==> config.mk <==
export PLATFORM = sky130hd
export DESIGN_NAME = hazard_controller
export DESIGN_NICKNAME = d
export VERILOG_FILES = /design/src/rtl/hazard_controller.sv
export SDC_FILE = /design/constraint.sdc
export NUM_CORES = 1
export LEC_CHECK = 0
export BUFFER_PORTS_ARGS = -buffer_cell sky130_fd_sc_hd__buf_2
export CAP_MARGIN = 25
export CORE_ASPECT_RATIO = 0.6
export CORE_MARGIN = 4
export CORE_UTILIZATION = 50
export CTS_BUF_LIST = sky130_fd_sc_hd__clkbuf_4 sky130_fd_sc_hd__clkbuf_8 sky130_fd_sc_hd__clkbuf_16
export CTS_CLUSTER_DIAMETER = 150
export DETAILED_ROUTE_END_ITERATION = 16
export MAX_ROUTING_LAYER = met4
export PLACE_DENSITY = 0.8
export SETUP_SLACK_MARGIN = 0.5
export SLEW_MARGIN = 30
export SYNTH_ARGS = -nofsm -noshare
export SYNTH_HDL_FRONTEND = slang
export SYNTH_SLANG_ARGS = --single-unit
==> constraint.sdc <==
create_clock -name Clk -period 3.6 [get_ports Clk]
set_input_delay 0.54 -clock Clk [delete_from_list [all_inputs] [get_ports Clk]]
set_output_delay 0.54 -clock Clk [all_outputs]
set_load 0.03 [all_outputs]
==> src/rtl/hazard_controller.sv <==
// Pipeline hazard sequencer for the 5-stage MIPS core.
// Decides PC / IF/ID advance, hold or flush each cycle, injects ID/EX bubbles,
// sequences multi-cycle load-use stalls and multiplies, and counts stall cycles.
module hazard_controller #(
  parameter int LOAD_BUBBLES = 1,  // 1..3
  parameter int MUL_CYCLES   = 4   // 2..15
) (
  input  logic        Clk,
  input  logic        Rst_n,
  input  logic [1:0]  IDEX_MemRead,
  input  logic [4:0]  IDEX_Rt,
  input  logic        IDEX_Mul,
  input  logic [4:0]  IFID_Rs,
  input  logic [4:0]  IFID_Rt,
  input  logic        IFID_UsesRt,
  input  logic        IFID_Jump,
  input  logic        BranchTaken,
  output logic        PCWrite,
  output logic        IFIDWrite,
  output logic        IFIDFlush,
  output logic        controlMuxSignal,
  output logic        IDEXWrite,
  output logic        EXMEMBubble,
  output logic [15:0] StallCycles
);

  typedef enum logic [1:0] {RUN, LOAD_STALL, MUL_WAIT} state_t;

  // Counter preloads: the first stall cycle is spent in RUN, so the
  // wait states only cover the remainder.
  localparam logic [3:0] MUL_INIT  = 4'(MUL_CYCLES - 2);
  localparam logic [3:0] LOAD_INIT = (LOAD_BUBBLES > 1) ? 4'(LOAD_BUBBLES - 2) : 4'd0;

  state_t     state, state_nx;
  logic [3:0] cnt, cnt_nx;
  logic       loaduse;

  assign loaduse = (IDEX_MemRead != 2'b00) && (IDEX_Rt != 5'd0) &&
                   ((IDEX_Rt == IFID_Rs) || (IFID_UsesRt && (IDEX_Rt == IFID_Rt)));

  // Next-state and hazard enables; reset overrides everything combinationally.
  always_comb begin
    PCWrite          = 1'b1;
    IFIDWrite        = 1'b1;
    IFIDFlush        = 1'b0;
    controlMuxSignal = 1'b1;
    IDEXWrite        = 1'b1;
    EXMEMBubble      = 1'b0;
    state_nx         = state;
    cnt_nx           = cnt;
    case (state)
      RUN: begin
        if (BranchTaken) begin
          // Branch kills both younger slots in one cycle.
          IFIDFlush        = 1'b1;
          controlMuxSignal = 1'b0;
        end else if (IDEX_Mul) begin
          PCWrite     = 1'b0;
          IFIDWrite   = 1'b0;
          IDEXWrite   = 1'b0;
          EXMEMBubble = 1'b1;
          state_nx    = MUL_WAIT;
          cnt_nx      = MUL_INIT;
        end else if (loaduse) begin
          PCWrite          = 1'b0;
          IFIDWrite        = 1'b0;
          controlMuxSignal = 1'b0;
          if (LOAD_BUBBLES > 1) begin
            state_nx = LOAD_STALL;
            cnt_nx   = LOAD_INIT;
          end
        end else if (IFID_Jump) begin
          IFIDFlush = 1'b1;
        end
      end
      LOAD_STALL: begin
        // A jump held in ID waits: no flush while IF/ID is frozen.
        PCWrite          = 1'b0;
        IFIDWrite        = 1'b0;
        controlMuxSignal = 1'b0;
        if (cnt == 4'd0) state_nx = RUN;
        else             cnt_nx   = cnt - 4'd1;
      end
      MUL_WAIT: begin
        if (cnt != 4'd0) begin
          PCWrite     = 1'b0;
          IFIDWrite   = 1'b0;
          IDEXWrite   = 1'b0;
          EXMEMBubble = 1'b1;
          cnt_nx      = cnt - 4'd1;
        end else begin
          // Release cycle: the multiply leaves EX with default enables.
          state_nx = RUN;
        end
      end
      default: state_nx = RUN;
    endcase
    if (!Rst_n) begin
      PCWrite          = 1'b0;
      IFIDWrite        = 1'b0;
      IFIDFlush        = 1'b1;
      controlMuxSignal = 1'b0;
      IDEXWrite        = 1'b1;
      EXMEMBubble      = 1'b1;
    end
  end

  // State, sequencing counter and saturating stall-cycle counter.
  always_ff @(posedge Clk or negedge Rst_n) begin
    if (!Rst_n) begin
      state       <= RUN;
      cnt         <= 4'd0;
      StallCycles <= 16'd0;
    end else begin
      state <= state_nx;
      cnt   <= cnt_nx;
      if (!PCWrite && (StallCycles != 16'hFFFF))
        StallCycles <= StallCycles + 16'd1;
    end
  end

endmodule

==> out/qor.txt <==
drt initial violations: 72
drt first pass iters: 4
worst hold path class: in -> async
DIE WIDTH: 73.6 µm
crit start category: input pin
CTS Buf Count: 3
post-cts resize count: 0
outcome: finished, final reports clean
Worst Path Buf+Inv: 2
total gr overflow: 0
CTS Sinks: 21
Yosys top cell area share: 40.7%
Worst path slowest cell: or4_1
drc violations: 0
number of I/O port buffers: 44
nets: 202
post-DR wirelength/cell: 14.4 µm
die height: 47.4 µm
Peak Freq: 377 MHz
final hold slack: 0.268 ns
Yosys cell types: 33
CTS Root Buffer Type: clkbuf_8
critical path type: in -> out
met3 WL: 271 µm
critical path's most frequent cell: buf_2
area post-placement: 0.00154 mm²
CP delay by family, top: compound AO/OA/AOI/OAI gates
die area: 0.00349 mm²
synth top area cells: dfrtp_1, xnor2_1, xor2_1
Post-Syn Instances: 128
Final Setup Violations: 0
initial antenna violation count: 0
Slew Viols, Final: 0
Arr. time, crit path: 2.11 ns
largest area contributor in the netlist: dfrtp_1
met2 routed WL: 1380 µm
Syn Area/Cell: 10.1 µm²
area delta synth->final: 23.0%
commonest non-fill, non-tap cell in the layout: buf_2
clk buf depth: 2
CTS tree: yes
Worst Path Required: 3.06 ns
first-pass GRT wire length: 4950 µm
Max Used Layer: met4
crit end category: primary output
starting density of the core: 56.0%
DRT met1 WL: 1290 µm
P_leak: 0.000765 µW
Via density: 5.40
design area: 0.00159 mm²
Antenna diodes: 0
final period utilization: 73.7%
Period minus WS final: 2.65 ns
crit-path max FO: 3
hold buffers post-CTS: 0
Worst path max stage delay: 0.52 ns
final core occ: 68.9%
CTS clock-pin slew for the worst setup and hold paths: 0.07 ns
Yosys reg bits: 21
layout cells sized above 1: 36.6%
Final Skew: 0.00356 ns
row count: 13
clk_lat worst skew: 0.26 ns
Routed WL: 2950 µm
gpl congestion: 0.754
Seq/Total Area, Yosys: 40.7%
Setup Buffers After CTS: 0
CORE AREA: 0.00231 mm²
Post-DP HPWL: 2330 µm
Post-Syn Area: 0.00129 mm²
H-tree level count: 1
TNS Setup: 0 ns
vias in the first global route: 1086
Ports: 45
Slew @ Worst Pin: 0.572 ns
Worst slew margin: 61.9%
largest net degree at the start of global routing: 27
syn nets: 154
Global Route Usage Sum: 19.5%
Vias: 1108
RSZ-0062 raised after global routing: no
Final Hold Viols: 0
worst-path cell chain: buf_2, or4_1, o22ai_1, o21ai_0, a21o_1, nand2_1, buf_2
PwrDens: 646 mW/mm²
max_cap viols: 0
maximum vdd ir drop: 0.395 mV
Synth warnings: 0
Antenna Violating Nets Remaining: 0
commonest non-fill, non-tap cells in the layout: buf_2, dfrtp_1, xnor2_1, nand2_1, xor2_1
[flip-flops by register name, summed over array words and instances, names as in the netlist]
register and cells:
StallCycles 16, cnt 4, state 1
[worst paths after layout]
path,start,to,slack (ns),cells after the start
worst max-delay path,IDEX_Rt[1],IFIDFlush,0.95,7
worst min register to register,StallCycles[11],StallCycles[11],0.48,1
worst min-delay path,Rst_n,cnt[2],0.27,1
min in group Clk,StallCycles[11],StallCycles[11],0.48,1
worst max register to register,cnt[0],StallCycles[12],1.66,8
max in group asynchronous,Rst_n,cnt[0],2.95,1
[cells by family (layout without fill, tap and decap cells)]
kind of cell,after synthesis,count (layout),share of synthesized area [%]
AND/OR/NAND/NOR,55,55,26.3
buffers and inverters,9,56,3.58
multiplexers,1,1,0.871
XOR/XNOR,26,26,18.2
flip-flops,21,21,40.7
AO/OA/AOI/OAI,13,13,7.45
adder cells (fa/ha/maj),3,3,2.90
[per-layer routing]
metal | vias to the layer above | GRT usage (%)
met5 | - | -
met4 | 0 | 3.25
met3 | 2 | 4.70
met2 | 49 | 32.2
met1 | 526 | 25.0
li1 | 531 | -
[cells in the mapped netlist (all sizes together)]
| master | number |
|---|---|
| nor2 | 9 |
| o311ai | 1 |
| a21oi | 3 |
| nand4 | 4 |
| o22ai | 1 |
| buf | 3 |
| or3 | 1 |
| xor2 | 10 |
| ha | 3 |
| o21ai | 5 |
| nand2 | 12 |
| xnor2 | 16 |
| nor4 | 1 |
| and3 | 7 |
| and2 | 2 |
| o21a | 1 |
| mux2 | 1 |
| nor3 | 3 |
| dfrtp | 21 |
| nand3b | 1 |
| nand3 | 12 |
| a21o | 1 |
| nor2b | 1 |
| inv | 6 |
| a32oi | 1 |
| or4 | 2 |
[per-stage QoR]
stage / total power, µW / cells / worst slack (ns)
6_report: 1030 / 205 / 0.945
5_1_grt: 1100 / 205 / 0.844
4_1_cts: 1040 / 205 / 0.943
3_5_place_dp: 874 / 201 / 0.953
3_3_place_gp: 847 / 201 / 1.02
2_1_floorplan: 733 / 128 / 1.02
[cell type report]
class                   count  area (µm²)
clock buffers               4        48.8
multi-input cells          98         721
inverters                   6        22.5
repair buffers             46         235
well taps                  30        37.5
flip-flops and latches     21         526
fillers                   191         719
[report_power, final]
group / switching (µW) / internal, µW / total, µW
Clock: 74.2 / 86.3 / 161
Combinational: 316 / 173 / 488
Sequential: 73.8 / 305 / 379
No activity file was read; power rests on OpenSTA's default activity.
